--- src/rtl/addsub_pkg.sv ---
// Shared encodings for the add/sub accumulator sequencer: command ops, FSM states
// and the bit positions of the result flag vector.
package addsub_pkg;

  localparam logic [1:0] OP_ADD   = 2'b00;
  localparam logic [1:0] OP_SUB   = 2'b01;
  localparam logic [1:0] OP_LOAD  = 2'b10;
  localparam logic [1:0] OP_CLEAR = 2'b11;

  localparam logic [1:0] ST_IDLE   = 2'b00;
  localparam logic [1:0] ST_SETTLE = 2'b01;
  localparam logic [1:0] ST_HOLD   = 2'b10;

  localparam int FLAG_C = 0;
  localparam int FLAG_Z = 1;
  localparam int FLAG_N = 2;
  localparam int FLAG_V = 3;
  localparam int FLAG_W = 4;

  typedef logic [FLAG_W-1:0] flags_t;

  function automatic logic is_arith(input logic [1:0] op);
    return (op == OP_ADD) || (op == OP_SUB);
  endfunction

endpackage

--- src/rtl/addsub_acc_ctrl_if.sv ---
// Bus bundle for the accumulator sequencer: command handshake, result handshake
// and the side-channel to the external ripple-carry adder.
interface addsub_acc_ctrl_if #(
  parameter int WIDTH = 8
);
  logic             cmd_valid;
  logic             cmd_ready;
  logic [1:0]       cmd_op;
  logic [WIDTH-1:0] cmd_data;

  logic [WIDTH-1:0] add_x;
  logic [WIDTH-1:0] add_y;
  logic             add_cin;
  logic [WIDTH-1:0] add_sum;
  logic             add_cout;

  logic             res_valid;
  logic             res_ready;
  logic [WIDTH-1:0] res_data;
  logic             res_c;
  logic             res_z;
  logic             res_n;
  logic             res_v;

  // slave is the sequencer itself; master is the environment (commander, adder, sink)
  modport slave (
    input  cmd_valid, cmd_op, cmd_data, add_sum, add_cout, res_ready,
    output cmd_ready, add_x, add_y, add_cin,
           res_valid, res_data, res_c, res_z, res_n, res_v
  );

  modport master (
    output cmd_valid, cmd_op, cmd_data, add_sum, add_cout, res_ready,
    input  cmd_ready, add_x, add_y, add_cin,
           res_valid, res_data, res_c, res_z, res_n, res_v
  );

endinterface

--- src/rtl/addsub_flag_gen.sv ---
// Combinational result select and C/Z/N/V flag generation for one completed command.
module addsub_flag_gen
  import addsub_pkg::*;
#(
  parameter int WIDTH = 8
) (
  input  logic [1:0]       op_i,
  input  logic [WIDTH-1:0] sum_i,
  input  logic             cout_i,
  input  logic [WIDTH-1:0] x_i,
  input  logic [WIDTH-1:0] yeff_i,
  output logic [WIDTH-1:0] res_o,
  output flags_t           flags_o
);

  always_comb begin
    res_o   = '0;
    flags_o = '0;
    if (is_arith(op_i)) begin
      res_o           = sum_i;
      flags_o[FLAG_C] = cout_i;
      flags_o[FLAG_V] = (x_i[WIDTH-1] == yeff_i[WIDTH-1]) &&
                        (sum_i[WIDTH-1] != x_i[WIDTH-1]);
    end else if (op_i == OP_LOAD) begin
      // Cin is 0 for LOAD, so the effective Y is the latched operand unchanged
      res_o = yeff_i;
    end
    flags_o[FLAG_Z] = (res_o == '0);
    flags_o[FLAG_N] = res_o[WIDTH-1];
  end

endmodule

--- src/rtl/addsub_acc_ctrl.sv ---
// Command sequencer around an external combinational adder/subtractor: holds the
// adder inputs for SETTLE_CYCLES, captures SUM into the accumulator, presents flags.
//   state     | meaning
//   ST_IDLE   | ready for a command
//   ST_SETTLE | adder inputs held, settle counter running down
//   ST_HOLD   | result presented until res_ready
module addsub_acc_ctrl
  import addsub_pkg::*;
#(
  parameter int WIDTH         = 8,
  parameter int SETTLE_CYCLES = 1
) (
  input  logic                clk,
  input  logic                rst,
  addsub_acc_ctrl_if.slave    bus,
  output logic [7:0]          op_count_o
);

  localparam logic [3:0] CNT_LOAD = 4'(SETTLE_CYCLES - 1);

  logic [1:0]       state_q, state_d;
  logic [WIDTH-1:0] acc_q, acc_d;
  logic [WIDTH-1:0] op_reg_q, op_reg_d;
  logic             sub_q, sub_d;
  logic [1:0]       op_q, op_d;
  logic [3:0]       cnt_q, cnt_d;
  flags_t           flags_q, flags_d;
  logic [7:0]       op_count_q, op_count_d;

  logic [WIDTH-1:0] yeff;
  logic [WIDTH-1:0] res_w;
  flags_t           flags_w;

  assign yeff = op_reg_q ^ {WIDTH{sub_q}};

  addsub_flag_gen #(
    .WIDTH (WIDTH)
  ) u_flag_gen (
    .op_i    (op_q),
    .sum_i   (bus.add_sum),
    .cout_i  (bus.add_cout),
    .x_i     (acc_q),
    .yeff_i  (yeff),
    .res_o   (res_w),
    .flags_o (flags_w)
  );

  always_comb begin
    state_d    = state_q;
    acc_d      = acc_q;
    op_reg_d   = op_reg_q;
    sub_d      = sub_q;
    op_d       = op_q;
    cnt_d      = cnt_q;
    flags_d    = flags_q;
    op_count_d = op_count_q;
    case (state_q)
      ST_IDLE: begin
        if (bus.cmd_valid) begin
          op_reg_d = bus.cmd_data;
          sub_d    = (bus.cmd_op == OP_SUB);
          op_d     = bus.cmd_op;
          cnt_d    = CNT_LOAD;
          state_d  = ST_SETTLE;
        end
      end
      ST_SETTLE: begin
        // add_sum is only trusted on the final settle edge
        if (cnt_q == 4'd0) begin
          acc_d   = res_w;
          flags_d = flags_w;
          state_d = ST_HOLD;
        end else begin
          cnt_d = cnt_q - 4'd1;
        end
      end
      ST_HOLD: begin
        if (bus.res_ready) begin
          op_count_d = op_count_q + 8'd1;
          state_d    = ST_IDLE;
        end
      end
      default: state_d = ST_IDLE;
    endcase
  end

  always_ff @(posedge clk) begin
    if (rst) begin
      state_q    <= ST_IDLE;
      acc_q      <= '0;
      op_reg_q   <= '0;
      sub_q      <= 1'b0;
      op_q       <= OP_ADD;
      cnt_q      <= '0;
      flags_q    <= '0;
      op_count_q <= '0;
    end else begin
      state_q    <= state_d;
      acc_q      <= acc_d;
      op_reg_q   <= op_reg_d;
      sub_q      <= sub_d;
      op_q       <= op_d;
      cnt_q      <= cnt_d;
      flags_q    <= flags_d;
      op_count_q <= op_count_d;
    end
  end

  assign bus.cmd_ready = (state_q == ST_IDLE);
  assign bus.res_valid = (state_q == ST_HOLD);
  assign bus.add_x     = acc_q;
  assign bus.add_y     = op_reg_q;
  assign bus.add_cin   = sub_q;
  assign bus.res_data  = acc_q;
  assign bus.res_c     = flags_q[FLAG_C];
  assign bus.res_z     = flags_q[FLAG_Z];
  assign bus.res_n     = flags_q[FLAG_N];
  assign bus.res_v     = flags_q[FLAG_V];
  assign op_count_o    = op_count_q;

endmodule

--- src/flat_wrapper.sv ---
// flat-port wrapper written by rule: the top's interface ports become plain ports
module addsub_acc_ctrl_flat import addsub_pkg::*;
#(
  parameter int WIDTH         = 8,
  parameter int SETTLE_CYCLES = 1
)
  (clk, rst, op_count_o, bus_cmd_valid, bus_cmd_op, bus_cmd_data, bus_add_sum, bus_add_cout, bus_res_ready, bus_cmd_ready, bus_add_x, bus_add_y, bus_add_cin, bus_res_valid, bus_res_data, bus_res_c, bus_res_z, bus_res_n, bus_res_v);
  addsub_acc_ctrl_if #(.WIDTH(WIDTH)) bus_i ();
  input  logic clk;
  input  logic rst;
  output logic [7:0] op_count_o;
  input wire logic [$bits(bus_i.cmd_valid)-1:0] bus_cmd_valid;
  input wire logic [$bits(bus_i.cmd_op)-1:0] bus_cmd_op;
  input wire logic [$bits(bus_i.cmd_data)-1:0] bus_cmd_data;
  input wire logic [$bits(bus_i.add_sum)-1:0] bus_add_sum;
  input wire logic [$bits(bus_i.add_cout)-1:0] bus_add_cout;
  input wire logic [$bits(bus_i.res_ready)-1:0] bus_res_ready;
  output wire logic [$bits(bus_i.cmd_ready)-1:0] bus_cmd_ready;
  output wire logic [$bits(bus_i.add_x)-1:0] bus_add_x;
  output wire logic [$bits(bus_i.add_y)-1:0] bus_add_y;
  output wire logic [$bits(bus_i.add_cin)-1:0] bus_add_cin;
  output wire logic [$bits(bus_i.res_valid)-1:0] bus_res_valid;
  output wire logic [$bits(bus_i.res_data)-1:0] bus_res_data;
  output wire logic [$bits(bus_i.res_c)-1:0] bus_res_c;
  output wire logic [$bits(bus_i.res_z)-1:0] bus_res_z;
  output wire logic [$bits(bus_i.res_n)-1:0] bus_res_n;
  output wire logic [$bits(bus_i.res_v)-1:0] bus_res_v;
  assign bus_i.cmd_valid = bus_cmd_valid;
  assign bus_i.cmd_op = bus_cmd_op;
  assign bus_i.cmd_data = bus_cmd_data;
  assign bus_i.add_sum = bus_add_sum;
  assign bus_i.add_cout = bus_add_cout;
  assign bus_i.res_ready = bus_res_ready;
  assign bus_cmd_ready = bus_i.cmd_ready;
  assign bus_add_x = bus_i.add_x;
  assign bus_add_y = bus_i.add_y;
  assign bus_add_cin = bus_i.add_cin;
  assign bus_res_valid = bus_i.res_valid;
  assign bus_res_data = bus_i.res_data;
  assign bus_res_c = bus_i.res_c;
  assign bus_res_z = bus_i.res_z;
  assign bus_res_n = bus_i.res_n;
  assign bus_res_v = bus_i.res_v;
  addsub_acc_ctrl #(.WIDTH(WIDTH), .SETTLE_CYCLES(SETTLE_CYCLES)) u_core (.clk(clk), .rst(rst), .bus(bus_i), .op_count_o(op_count_o));
endmodule
--- config.mk ---
export PLATFORM = sky130hd
export DESIGN_NAME = addsub_acc_ctrl_flat
export DESIGN_NICKNAME = d
export VERILOG_FILES = /design/src/rtl/addsub_pkg.sv /design/src/rtl/addsub_acc_ctrl_if.sv /design/src/rtl/addsub_flag_gen.sv /design/src/rtl/addsub_acc_ctrl.sv /design/src/flat_wrapper.sv
export SDC_FILE = /design/constraint.sdc
export NUM_CORES = 1
export LEC_CHECK = 0
export ABC_AREA = 1
export CORE_MARGIN = 2
export CORE_UTILIZATION = 40
export DETAILED_ROUTE_END_ITERATION = 6
export PLACE_DENSITY = 0.72
export SYNTH_ARGS = -nofsm -noshare
export SYNTH_HDL_FRONTEND = slang
export SYNTH_HIERARCHICAL = 1
export SYNTH_SLANG_ARGS = --single-unit
--- constraint.sdc ---
create_clock -name clk -period 1.44 [get_ports clk]
set_input_delay 0.216 -clock clk [delete_from_list [all_inputs] [get_ports clk]]
set_output_delay 0.216 -clock clk [all_outputs]
set_load 0.02 [all_outputs]
==> reports/results.tsv, run 1 <==
stage	metric	value	unit
placement	hpwl dp	3090	um
clock_network	CTS H-tree depth	2	
setup_path	CP max-delay cell	dfxtp_1	
clock_network	clock root buffer	clkbuf_8	
grt	gr ovfl total	0	
timing	clock skew	0.00508	ns
logic_synthesis	syn nets	275	
setup_path	WP data required	1.22	ns
routing	Remaining DRCs	0	
timing	min Tclk post-route	1.37	ns
grt	number of global-route vias before repair	1586	
setup_path	CP Cell Sequence	inv_1 > nor2_1 > clkdlybuf4s15_1	
routing	number of DRC markers in iteration 0	59	
logic_synthesis	post-synth top area share	40.5	%
logic_synthesis	YS warnings	6	
logic_synthesis	sequential share of the synthesized area	40.5	%
timing	Tightest Pin Transition	0.279	ns
cells_and_area	Synth-to-Final Area Change	38.6	%
hold_path	worst hold stages	1	
routing	total wire length	3970	um
setup_path	CP endpoint kind	output pin	
clock_network	clock tree buffer depth	2	
timing	Fin. Hold Viols	0	
power_and_ir_drop	Lkg Pwr	0.00124	uW
routing	Final ANT Viol Nets	0	
setup_path	Crit Reg-Reg Startpoint	u_core/cnt_q[0]$_SDFFE_PP0P_	
grt	largest net degree at the start of global routing	15	
timing	Final Cycle Share	95.0	%
setup_path	critical path class	flop to output pin	
grt	Global Route Usage Sum	17.0	%
setup_path	Register-to-Register Path Depth	7	
cells_and_area	Total Nets Final	335	
floorplan	Initial Utilization	41.7	%
power_and_ir_drop	Int Pwr	1820	uW
power_and_ir_drop	maximum VDD drop	453	uV
grt	antenna violations before repair	0	
clock_network	CTS sink count	37	
timing	fmax	731	MHz
clock_network	postcts setup bufs	0	
logic_synthesis	register bit count reported by yosys	37	
floorplan	num rows	24	
timing	# setup viols final	0	
power_and_ir_drop	Sw Share	34.1	%
outcome	status	finished clean	
floorplan	IO Count	62	
setup_path	critical path's largest stage delay	0.37	ns
clock_network	CTS tree	done	
timing	worst hold slack	0.465	ns
grt	first-pass GRT wire length	6930	um
setup_path	worst-path maximum fanout	3	
hold_path	HP Start	u_core/cnt_q[0]$_SDFFE_PP0P_	
logic_synthesis	Synth Instances	249	
hold_path	Worst Hold End	u_core/cnt_q[0]$_SDFFE_PP0P_	
job	max-cap violations	0	
routing	wire length per cell	11.0	um
logic_synthesis	Synth area leaders	dfxtp_1 (40%), nor2_1 (12%), nand2_1 (7.4%)	
placement	Inst Count DP	354	
setup_path	RR Endpoint	u_core/cnt_q[2]$_SDFFE_PP0P_	
timing	Worst slew margin	81.3	%
placement	Final Wtd Congestion	0.729	
hold_path	HP Class	flop to flop	
logic_synthesis	Synth Cell Area	1830	um2
logic_synthesis	Yosys cell types	26	
clock_network	Num CTS Buffers	5	
logic_synthesis	async set-or-reset flop fraction in the synthesized netlist	0	%
cells_and_area	Final Instance Count excl. Fillers	362	
clock_network	register clock-pin slew on the reported worst setup and hold paths	0.08	ns
logic_synthesis	count leader, synth	nor2_1	
floorplan	area of the core	4380	um2
routing	router iterations before antenna repair	4	
setup_path	crit-path leading delay family	buffers and inverters	
power_and_ir_drop	switching power	942	uW
setup_path	Critical Path AT	1.15	ns
placement	Buffers on Ports	61	
setup_path	reg2reg setup slack	0.14	ns
power_and_ir_drop	Flop pwr share	44.1	%
floorplan	DIE AREA	5130	um2
logic_synthesis	synth cell count leaders	nor2_1 (59), dfxtp_1 (37), nand2_1 (36)	
floorplan	die span in x	71.6	um
cells_and_area	Filler Cell Count	439	
setup_path	Buf/Inv on CP	2	
routing	vias per cell	4.68	
power_and_ir_drop	combinational power share	30.7	%
clock_network	clock latency on the worst-skew pair	0.28	ns
routing	DR vias	1693	
logic_synthesis	area leader, netlist	dfxtp_1	
cells_and_area	Diodes inserted	0	
logic_synthesis	Syn Area/Cell	7.35	um2
cells_and_area	share of layout cells above drive strength 1	14.2	%
logic_synthesis	number of synthesized flops with an enable pin	0	
timing	Max Transition Viols Final	0	
floorplan	die height	71.6	um
power_and_ir_drop	PwrDens	1090	nW/um2
logic_synthesis	ys flop type	dfxtp_1	
power_and_ir_drop	Clock power frac	25.2	%
setup_path	Startpoint Class	flop	
[what timing repair did]
item | CTS | global route
setup endpoints to repair | 39 | 11
hold buffers | 0 | 0
resized for setup | 39 | 7
pin swaps | 0 | 5
[state kept, by name, summed over array words and instances, names as in the netlist]
signal / flops
u_core/cnt_q: 4
u_core/op_q: 2
u_core/op_count_o: 8
u_core/state_q: 2
u_core/bus.add_y: 8
u_core/bus.add_cin: 1
u_core/flags_q: 4
u_core/bus.add_x: 8
[layout make-up]
| cell class | count | area, um2 | share of cell area, % |
|---|---|---|---|
| clock buffer | 5 | 68.8 | 2.71 |
| multi-input combinational | 177 | 913 | 36.0 |
| sequential | 37 | 742 | 29.3 |
| clock inverter | 3 | 17.5 | 0.691 |
| timing repair buffer | 70 | 656 | 25.9 |
| tap | 52 | 65.1 | 2.57 |
| inverter | 18 | 72.6 | 2.86 |
[stage by stage]
| step | area [um2] | setup slack (ns) | setup TNS, ns | total power, uW | util (%) |
|---|---|---|---|---|---|
| finish | 2530 | 0.0716 | 0 | 2760 | 57.8 |
| global route | 2530 | -0.000515 | -0.000515 | 2960 | 57.8 |
| CTS | 2520 | 0.0353 | 0 | 2800 | 57.4 |
| detailed placement | 2480 | 0.00793 | 0 | 2170 | 56.6 |
| global placement | 2480 | 0.0615 | 0 | 2150 | 56.6 |
| floorplan | 1840 | 0.0381 | 0 | 1840 | - |
[logic make-up (layout without fill, tap and decap cells)]
| logic type | after synthesis | count (layout) | synth area share (%) |
|---|---|---|---|
| and+or+nand+nor | 129 | 129 | 32.1 |
| DFF | 37 | 37 | 40.5 |
| AOI/OAI and AO/OA | 35 | 35 | 9.85 |
| buffers and inverters | 35 | 96 | 10.7 |
| xor gates and xnor gates | 10 | 10 | 4.79 |
| adders and majority gates | 3 | 3 | 2.05 |
[layer usage]
layer / GRT usage (%) / vias up / part of all wire (%)
li1: - / 898 / -
met1: 19.4 / 744 / 43
met2: 29.8 / 47 / 49
met3: 6.33 / 4 / 7.2
met4: 4.40 / 0 / 0.91
met5: 0 / - / 0
[layout by cell type, fill, tap and decap left out, types with 3 or more instances in the layout]
master	count
clkbuf_8	5
nor2_1	59
xor2_1	9
inv_1	12
a21oi_1	11
buf_4	7
nand3_2	7
clkdlybuf4s50_1	22
dfxtp_1	36
nand2_2	7
nor2_2	3
nand3_1	11
o21ai_0	20
nand2_1	35
inv_2	3
dlygate4sd2_1	38
[worst max path at each step]
| stage | cells past startpoint | slack (ns) | to | start |
|---|---|---|---|---|
| 3_5_place_dp | 6 | 0.008 | u_core/op_count_o[6]$_SDFFE_PP0P_ | bus_res_ready |
| 4_1_cts | 3 | 0.04 | bus_res_valid | u_core/state_q[1]$_SDFFE_PP0P_ |
| 5_1_grt | 8 | -0.0005 | u_core/flags_q[1]$_SDFFE_PP0P_ | u_core/op_q[1]$_SDFFE_PP0P_ |
| 3_3_place_gp | 6 | 0.06 | u_core/op_count_o[6]$_SDFFE_PP0P_ | bus_res_ready |
| 6_report | 3 | 0.07 | bus_res_valid | u_core/state_q[1]$_SDFFE_PP0P_ |
| 2_1_floorplan | 9 | 0.04 | u_core/flags_q[1]$_SDFFE_PP0P_ | u_core/bus.add_cin$_SDFFE_PP0P_ |
[power groups by stage]
stage	sequential, uW	clock [uW]	combinational, uW
floorplan	1330	0	507
global placement	1240	0	909
detailed placement	1250	0	923
CTS	1220	737	843
global route	1240	780	944
finish	1220	696	846
No activity file was read; power rests on OpenSTA's default activity.
==> run 2: changes to the inputs <==
- ABC_CLOCK_PERIOD_IN_PS: default -> 1440
==> results of run 2 <==
Same layout as run 1: the final DEF is identical, and so are final timing and power.
==> run 3: changes to the inputs <==
- CTS_BUF_LIST: default -> sky130_fd_sc_hd__clkbuf_2
- GPL_TIMING_DRIVEN: default -> 1
==> run 3 against run 2 <==
  * Final cell count unchanged
  * Sequential share of layout area up 0.76 points
  * Clock power shrank 32%
  * First-iteration DRC count up 3.4%
  * Register-to-register slack lost 0.02 ns
  * Critical path depth is 2 lower
  * Setup slack better by 0.0089 ns
  * Die area unchanged
  * Non-clock buffer count unchanged
  * Sequential power is essentially flat
  * Via count increased by 0.53%
  * Utilization shrank 0.80 points
  * Largest power group unchanged
==> reports/results.tsv, run 3 (same netlist as run 1, synthesis figures left out) <==
stage	metric	value	unit
floorplan	IO Count	62	
setup_path	crit-path leading delay family	flip-flops	
timing	Setup TNS	0	ns
job	max-cap violations	0	
power_and_ir_drop	Lkg Pwr	0.00119	uW
clock_network	register clock-pin slew on the reported worst setup and hold paths	0.20	ns
clock_network	CTS H-tree depth	2	
timing	clock skew	0.0136	ns
floorplan	die span in x	71.6	um
routing	number of DRC markers in iteration 0	61	
setup_path	CP endpoint kind	output pin	
clock_network	CTS tree	done	
cells_and_area	most frequent cells in the layout	nor2_1 (58), nand2_1 (35), dfxtp_1 (31), dlygate4sd2_1 (24), clkdlybuf4s50_1 (22)	
cells_and_area	Synth-to-Final Area Change	36.7	%
timing	Tightest Pin Transition	0.287	ns
hold_path	HP Class	input port to flop	
setup_path	worst-path maximum fanout	4	
clock_network	cts hold-fix bufs	0	
setup_path	WP data required	1.22	ns
timing	Max Transition Viols Final	0	
cells_and_area	Total Nets Final	335	
routing	DR vias	1702	
clock_network	CTS sink count	37	
placement	Final Wtd Congestion	0.729	
grt	largest net degree at the start of global routing	15	
cells_and_area	share of layout cells above drive strength 1	17.4	%
grt	first-pass GRT wire length	6940	um
placement	hpwl dp	3090	um
timing	fmax	736	MHz
cells_and_area	Diodes inserted	0	
timing	Worst slew margin	80.8	%
setup_path	CP max-delay cell	dfxtp_1	
power_and_ir_drop	PwrDens	1020	nW/um2
clock_network	Num CTS Buffers	5	
routing	wire length per cell	11.0	um
setup_path	critical path class	flop to output pin	
setup_path	critical path's largest stage delay	0.43	ns
floorplan	area of the core	4380	um2
clock_network	clock tree buffer depth	2	
outcome	status	finished clean	
grt	Global Route Usage Sum	17.0	%
clock_network	clock latency on the worst-skew pair	0.39	ns
timing	min Tclk post-route	1.36	ns
setup_path	Startpoint Class	flop	
floorplan	die height	71.6	um
grt	number of global-route vias before repair	1589	
routing	total wire length	3970	um
timing	Final Cycle Share	94.4	%
grt	gr ovfl total	0	
power_and_ir_drop	maximum VDD drop	440	uV
power_and_ir_drop	Total Power	2550	uW
floorplan	num rows	24	
setup_path	Critical Path AT	1.14	ns
setup_path	CP Cell Sequence	clkdlybuf4s15_1	
floorplan	Initial Utilization	41.7	%
setup_path	Buf/Inv on CP	1	
clock_network	clock root buffer	clkbuf_2	
clock_network	postcts setup bufs	0	
floorplan	DIE AREA	5130	um2
grt	antenna violations before repair	0	
timing	RSZ-0062 raised after global routing	true	
cells_and_area	Final Instance Count excl. Fillers	362	
cells_and_area	Filler Cell Count	440	
placement	Buffers on Ports	61	
timing	# setup viols final	0	
timing	worst hold slack	0.380	ns
routing	router iterations before antenna repair	4	
routing	vias per cell	4.70	
timing	Fin. Hold Viols	0	
cells_and_area	commonest non-fill, non-tap cell in the layout	nor2_1	
routing	Final ANT Viol Nets	0	
routing	Remaining DRCs	0	
placement	Inst Count DP	354	
run 3: layer usage:
metal	track usage, %	up-vias	part of all wire, %
met5	0	-	0
met4	5.03	0	1.3
met3	5.91	6	7.8
met2	29.6	50	48
met1	19.5	747	43
li1	-	899	-
run 3: through the flow:
stage	util, %	area (um2)	setup WS (ns)
after floorplan	-	1840	0.0381
after global placement	56.6	2480	0.0615
after detailed placement	56.6	2480	0.00793
final	57.0	2500	0.0805
after global routing	57.0	2500	-0.0175
after CTS	56.5	2480	0.00132
run 3: worst paths after layout:
kind | cells after the start | end | slack, ns | from
setup reg to reg | 7 | u_core/cnt_q[2]$_SDFFE_PP0P_ | 0.12 | u_core/cnt_q[0]$_SDFFE_PP0P_
hold / removal | 2 | u_core/bus.add_cin$_SDFFE_PP0P_ | 0.38 | bus_cmd_op[1]
setup / recovery | 1 | op_count_o[1] | 0.08 | u_core/op_count_o[1]$_SDFFE_PP0P_
hold reg to reg | 1 | u_core/cnt_q[0]$_SDFFE_PP0P_ | 0.48 | u_core/cnt_q[0]$_SDFFE_PP0P_
run 3: power breakdown:
| part | internal [uW] | leakage (uW) | switching (uW) |
|---|---|---|---|
| Sequential | 1130 | 0.000306 | 87.2 |
| Clock | 113 | 0.0000287 | 362 |
| Combinational | 355 | 0.000852 | 495 |
run 3: cell type report:
class	instances	area, um2	share of cell area [%]
Inverter	18	72.6	2.90
Timing Repair Buffer	70	653	26.1
Multi-Input combinational cell	177	916	36.6
Tap cell	52	65.1	2.60
Clock inverter	3	17.5	0.701
Clock buffer	5	25.0	1.00
Sequential cell	37	751	30.0
run 3: timing repair:
item,4_1_cts,5_1_grt
pin swaps,0,7
resized for setup,47,26
endpoints found under the setup margin,39,28
